<file path="src/rtl/spi_sd_pkg.sv">
// Shared definitions for the SD-card SPI master: register offsets, bytesel codes,
// CTRL bit positions and the bus-side FSM state type.
package spi_sd_pkg;

    localparam logic [3:0] ADDR_DATA   = 4'h0;
    localparam logic [3:0] ADDR_STATUS = 4'h4;
    localparam logic [3:0] ADDR_CTRL   = 4'h8;

    localparam logic [3:0] BSEL_BYTE = 4'b0001;
    localparam logic [3:0] BSEL_WORD = 4'b1111;

    localparam int unsigned CTRL_DIV_LSB  = 0;
    localparam int unsigned CTRL_DIV_MSB  = 7;
    localparam int unsigned CTRL_SS_BIT   = 8;
    localparam int unsigned CTRL_LOOP_BIT = 9;

    typedef enum logic [1:0] {
        ST_IDLE,
        ST_SHIFT,
        ST_ACK,
        ST_WAIT_RELEASE
    } state_t;

endpackage

</file>
<file path="src/rtl/spi_sd_shifter.sv">
// SPI mode-0 byte shifter: SCLK divider, edge sequencing, combined TX/RX shift
// register and a one-cycle done pulse after the eighth falling edge.
module spi_sd_shifter (
    input  logic       clk,
    input  logic       rst_n,
    input  logic       start,
    input  logic [7:0] txbyte,
    input  logic [7:0] div,
    input  logic       miso,
    output logic       sclk,
    output logic       mosi,
    output logic [7:0] rxbyte,
    output logic       done
);

    logic       busy;
    logic [7:0] div_q;
    logic [7:0] cnt;
    logic [3:0] edge_cnt;
    logic       sclk_q;
    logic       sample_q;
    logic [7:0] sr;
    logic [7:0] rx_q;
    logic       done_q;

    // TX bits leave from sr[7] while RX bits enter at sr[0], so after eight
    // falling edges the register holds the received byte.
    always_ff @(posedge clk or negedge rst_n) begin
        if (!rst_n) begin
            busy     <= 1'b0;
            div_q    <= '0;
            cnt      <= '0;
            edge_cnt <= '0;
            sclk_q   <= 1'b0;
            sample_q <= 1'b0;
            sr       <= '0;
            rx_q     <= '0;
            done_q   <= 1'b0;
        end else begin
            done_q <= 1'b0;
            if (start && !busy) begin
                busy     <= 1'b1;
                div_q    <= div;
                cnt      <= '0;
                edge_cnt <= '0;
                sclk_q   <= 1'b0;
                sr       <= txbyte;
            end else if (busy) begin
                if (cnt == div_q) begin
                    cnt      <= '0;
                    edge_cnt <= edge_cnt + 4'd1;
                    if (!sclk_q) begin
                        sclk_q   <= 1'b1;
                        sample_q <= miso;
                    end else begin
                        sclk_q <= 1'b0;
                        sr     <= {sr[6:0], sample_q};
                    end
                    if (edge_cnt == 4'd15) begin
                        busy   <= 1'b0;
                        done_q <= 1'b1;
                        rx_q   <= {sr[6:0], sample_q};
                    end
                end else begin
                    cnt <= cnt + 8'd1;
                end
            end
        end
    end

    assign sclk   = sclk_q;
    assign mosi   = busy ? sr[7] : 1'b1;
    assign rxbyte = rx_q;
    assign done   = done_q;

endmodule

</file>
<file path="src/rtl/spi_sd_master.sv">
// SD-card SPI master with the DPI-model register map (DATA/STATUS/CTRL).
// Build option: SPI_LOOPBACK_EN adds CTRL[9], routing MOSI back into the shifter.
module spi_sd_master
    import spi_sd_pkg::*;
#(
    parameter logic [7:0] DIV_RESET = 8'd63,
    parameter logic       SS_RESET  = 1'b1
) (
    input  logic        clk,
    input  logic        rst_n,
    input  logic        cs,
    input  logic [31:0] bus_addr,
    input  logic [31:0] bus_wr_val,
    input  logic [3:0]  bus_bytesel,
    output logic        bus_ack,
    output logic [31:0] bus_data,
    output logic        spi_sclk,
    output logic        spi_mosi,
    input  logic        spi_miso,
    output logic        spi_ss_n
);

    state_t      state, state_nxt;
    logic [7:0]  div_q;
    logic        ss_q;
    logic        miso_s1, miso_s2;
    logic [31:0] rd_q;
    logic        start;
    logic        sh_done;
    logic        sh_mosi;
    logic        sh_miso;
    logic [7:0]  rxbyte;
    logic [3:0]  addr;
    logic        data_wr;
    logic        ctrl_wr;
    logic        access;
    logic [31:0] ctrl_val;
    logic [31:0] rd_val;

    assign addr    = bus_addr[3:0];
    assign data_wr = (addr == ADDR_DATA) && (bus_bytesel == BSEL_BYTE);
    assign ctrl_wr = (addr == ADDR_CTRL) && (bus_bytesel == BSEL_WORD);
    assign access  = cs && (state == ST_IDLE);

`ifdef SPI_LOOPBACK_EN
    logic loop_q;

    always_ff @(posedge clk or negedge rst_n) begin
        if (!rst_n) begin
            loop_q <= 1'b0;
        end else if (access && ctrl_wr) begin
            loop_q <= bus_wr_val[CTRL_LOOP_BIT];
        end
    end

    assign ctrl_val = {22'b0, loop_q, ss_q, div_q};
    assign sh_miso  = loop_q ? sh_mosi : miso_s2;

    logic unused_bus_bits;
    assign unused_bus_bits = ^{bus_addr[31:4], bus_wr_val[31:10]};
`else
    assign ctrl_val = {22'b0, 1'b0, ss_q, div_q};
    assign sh_miso  = miso_s2;

    logic unused_bus_bits;
    assign unused_bus_bits = ^{bus_addr[31:4], bus_wr_val[31:9]};
`endif

    always_comb begin
        rd_val = '0;
        case (addr)
            ADDR_DATA:   rd_val = data_wr ? '0 : {24'b0, rxbyte};
            ADDR_STATUS: rd_val = {31'b0, state == ST_SHIFT};
            ADDR_CTRL:   rd_val = ctrl_wr ? '0 : ctrl_val;
            default:     rd_val = '0;
        endcase
    end

    always_ff @(posedge clk or negedge rst_n) begin
        if (!rst_n) begin
            state   <= ST_IDLE;
            div_q   <= DIV_RESET;
            ss_q    <= SS_RESET;
            miso_s1 <= 1'b0;
            miso_s2 <= 1'b0;
            rd_q    <= '0;
        end else begin
            state   <= state_nxt;
            miso_s1 <= spi_miso;
            miso_s2 <= miso_s1;
            if (access) begin
                rd_q <= rd_val;
                if (ctrl_wr) begin
                    div_q <= bus_wr_val[CTRL_DIV_MSB:CTRL_DIV_LSB];
                    ss_q  <= bus_wr_val[CTRL_SS_BIT];
                end
            end
        end
    end

    always_comb begin
        state_nxt = state;
        start     = 1'b0;
        case (state)
            ST_IDLE: begin
                if (cs) begin
                    if (data_wr) begin
                        start     = 1'b1;
                        state_nxt = ST_SHIFT;
                    end else begin
                        state_nxt = ST_ACK;
                    end
                end
            end
            ST_SHIFT: begin
                if (sh_done) state_nxt = ST_ACK;
            end
            ST_ACK: state_nxt = ST_WAIT_RELEASE;
            ST_WAIT_RELEASE: begin
                if (!cs) state_nxt = ST_IDLE;
            end
            default: state_nxt = ST_IDLE;
        endcase
    end

    assign bus_ack  = (state == ST_ACK);
    assign bus_data = (state == ST_ACK) ? rd_q : '0;
    assign spi_ss_n = ss_q;
    assign spi_mosi = sh_mosi;

    spi_sd_shifter u_shifter (
        .clk    (clk),
        .rst_n  (rst_n),
        .start  (start),
        .txbyte (bus_wr_val[7:0]),
        .div    (div_q),
        .miso   (sh_miso),
        .sclk   (spi_sclk),
        .mosi   (sh_mosi),
        .rxbyte (rxbyte),
        .done   (sh_done)
    );

endmodule

</file>
<file path="config.mk">
export PLATFORM = sky130hd
export DESIGN_NAME = spi_sd_master
export DESIGN_NICKNAME = d
export VERILOG_FILES = /design/src/rtl/spi_sd_pkg.sv /design/src/rtl/spi_sd_shifter.sv /design/src/rtl/spi_sd_master.sv
export SDC_FILE = /design/constraint.sdc
export NUM_CORES = 1
export LEC_CHECK = 0
export BUFFER_PORTS_ARGS = -buffer_cell sky130_fd_sc_hd__buf_2
export CAP_MARGIN = 30
export CORE_MARGIN = 4
export CORE_UTILIZATION = 43
export CTS_CLUSTER_SIZE = 20
export DETAILED_ROUTE_END_ITERATION = 8
export PLACE_DENSITY_LB_ADDON = 0.15
export SYNTH_ARGS = -nofsm -noshare
export SYNTH_HDL_FRONTEND = slang
export SYNTH_SLANG_ARGS = --single-unit
</file>
<file path="constraint.sdc">
create_clock -name clk -period 1.9 [get_ports clk]
set_clock_uncertainty 0.1 [all_clocks]
set_input_delay 0.475 -clock clk [delete_from_list [all_inputs] [get_ports clk]]
set_output_delay 0.475 -clock clk [all_outputs]
set_load 0.005 [all_outputs]
</file>
==> flow_summary.ini <==
[sta]
grt_setup_unrepaired = yes
fmax_mhz = 473
worst_slack_ns = -0.213
fin_crit_sh = 1.11
hold_viol = 0
slew_viol_final = 0
setup_viol = 23
tightest_slew_ns = 0.637
max_slew_margin = 0.573
tns_ns = -3.66
min_period_ns = 2.11

[yosys]
yosysWarnings = 0
synth_top_flop_cell = dfrtp_1
synth-edff-count = 0
async_reset_ff_frac = 1.00
synthMuxAreaShare = 0.0967
ys_seq_area_frac = 0.498
syn_inst = 305
synthAdderAreaFrac = 0.0280
syn_area_um2 = 3130
synth-simple-area-share = 0.176
postSynthAreaPerCell_um2 = 10.3
synth_cell_types = 38
synth_xor_area_frac = 0.0308
synth-compound-area-share = 0.0879
synth_seq_cells = 62
synth_top_family_by_area = simple AND/OR/NAND/NOR gates

[global_route]
grt_pass1_vias = 2170
overflow = 0
antenna_found_initial = 0
grt_pass1_wl_um = 10800
grt_max_degree = 63
grt_usage = 0.160

[placed_design]
gp_congestion = 0.806
hpwl_um = 4660
port_buffers = 33

[route]
highest_layer = met4
drt_pre_antenna_iters = 4
wl_met1_um = 3310
vias = 2341
drt-wirelength-per-cell_um = 14.5
drc = 0
dr_wl_met2_um = 3370
wl_met3_um = 318
via_per_inst = 4.81
drt_iter0_markers = 93
wl_um = 7080
postRouteAntennaNets = 0

[worst_setup_path]
cpLargestDelayFamily = simple AND/OR/NAND/NOR gates
crit_start = bus_bytesel[1]
worst_path_largest_cell_delay_ns = 0.54
cp_common_cell = or3_4
slowest_stage = or4b_4
arrival_ns = 2.23
end_kind = flop
timing.rr.start = u_shifter.div_q[3]
cp_cell_sequence = buf_6 > or4b_4 > or3_4 > or3_4 > clkbuf_16 > nor2_4 > a21oi_2
worstPathRequired_ns = 2.01
worstSetupStartpointType = input pin
critical_path_class = in -> reg
crit_buf_inv = 2
worstPathMaxFanout = 7

[status]
violations = negative setup slack
outcome = finished, violations left

[layout]
syn_to_final_growth_pct = 34.6
layout_commonest_cell = dfrtp_1
diodes = 0
drive_gt1_frac = 0.442
layout.nets = 465
layout_common_cells = 54 x dfrtp_1, 44 x nand2_1, 33 x buf_4

[cts]
cts_sinks = 62
cts_buffers = 9
cts_root_buf = clkbuf_8
clkTransAtPathRegs_ns = 0.07
postCtsHoldBufs = 0
htreeDepth = 3
clockBufferDepth = 2
cts_tree = done
insertion_delay_ns = 0.33

[run]
drv_cap = 0

[floorplanning]
io_pins = 108
die_h_um = 93.3
placementRows = 30
dieArea_um2 = 8710
die_w_um = 93.3
initial_core_util = 0.451
core_area_um2 = 6940

[power]
p_leak_nw = 1.93
irDropWorstVdd_uv = 542
total_power_mw = 3.76
power_density_nw_per_um2 = 892

[worst_hold_path]
hp-class = in -> async
area by class of cell:
type                            instances  area (um2)
Fill cell                             607        2730
Multi-Input combinational cell        227        1630
Sequential cell                        62        1560
Timing Repair Buffer                   79         693
Clock buffer                           13         159
Tap cell                               96         120
Inverter                                7        26.3
Clock inverter                          3        20.0
metal layers:
| metal | GRT usage | up-vias |
|---|---|---|
| met3 | 0.0338 | 8 |
| met5 | 0 | - |
| met2 | 0.245 | 55 |
| met1 | 0.221 | 1118 |
| li1 | - | 1160 |
| met4 | 0.0659 | 0 |
synthesized netlist by cell type, drive strengths merged (2+ instances only):
library cell / number / area, um2
clkbuf: 5 / 18.8
nor3: 6 / 40.0
nor2: 17 / 63.8
ha: 7 / 87.6
mux2: 18 / 203
nand3: 10 / 50.1
a22oi: 7 / 52.6
o21ai: 23 / 115
mux2i: 10 / 100
buf: 26 / 210
a21oi: 10 / 50.1
nor3b: 2 / 20.0
dfstp: 7 / 184
dfrtp: 55 / 1380
nand2: 51 / 191
a211o: 2 / 17.5
or3: 6 / 42.5
nor4: 2 / 27.5
xnor2: 11 / 96.3
and2: 9 / 56.3
nand4: 4 / 25.0
inv: 7 / 26.3
path summary, 6_finish.rpt:
| path | end | slack [ns] | cells after the start |
|---|---|---|---|
| setup / recovery | u_shifter.sr[1] | -0.21 | 7 |
| hold / removal | u_shifter.cnt[6] | 0.02 | 2 |
| setup reg to reg | u_shifter.sr[1] | -0.10 | 7 |
| hold reg to reg | miso_s2 | 0.25 | 0 |
| max in group asynchronous | div_q[2] | 1.34 | 2 |
| min in group clk | miso_s1 | 0.15 | 1 |
sequential cells by signal, indices dropped and copies added (netlist names):
| signal | flops |
|---|---|
| u_shifter.div_q | 8 |
| miso_s2 | 1 |
| state | 2 |
| u_shifter.busy | 1 |
| spi_ss_n | 1 |
| u_shifter.rxbyte | 8 |
| u_shifter.sample_q | 1 |
| u_shifter.edge_cnt | 4 |
| miso_s1 | 1 |
| rd_q | 9 |
| u_shifter.cnt | 8 |
| div_q | 8 |
| u_shifter.sr | 8 |
| u_shifter.done | 1 |
| u_shifter.sclk | 1 |
report_power, final:
part | total [mW] | switching, mW | internal (mW)
clock network | 1.04 | 0.501 | 0.543
logic | 1.15 | 0.558 | 0.589
registers | 1.57 | 0.112 | 1.46
total | 3.76 | 1.17 | 2.59
stage by stage:
stage | utilization | std cells | instance area [um2] | setup WS, ns | hold WS (ns)
after global routing | 0.607 | 487 | 4210 | -0.217 | 0.0438
after global placement | 0.522 | 460 | 3630 | -0.519 | 0.234
after floorplan | - | 327 | 3270 | -0.399 | 0.0794
after CTS | 0.556 | 477 | 3860 | -0.151 | 0.0360
after detailed placement | 0.522 | 460 | 3630 | -0.544 | 0.235
final | 0.607 | 487 | 4210 | -0.213 | 0.0189
cell families after synthesis:
kind of cell,after synthesis
flip-flops,62
AND/OR/NAND/NOR,111
buffers and inverters,38
other,1
multiplexers,28
AO/OA/AOI/OAI,47
XOR/XNOR,11
adder cells (fa/ha/maj),7
timing repair:
| action | 4_1_cts | 5_1_grt |
|---|---|---|
| cloned | 0 | 3 |
| gates resized for setup | 13 | 58 |
| setup buffers | 1 | 8 |
| setup endpoints to repair | 40 | 58 |
| pin swaps | 8 | 9 |
No activity file was read; power rests on OpenSTA's default activity.
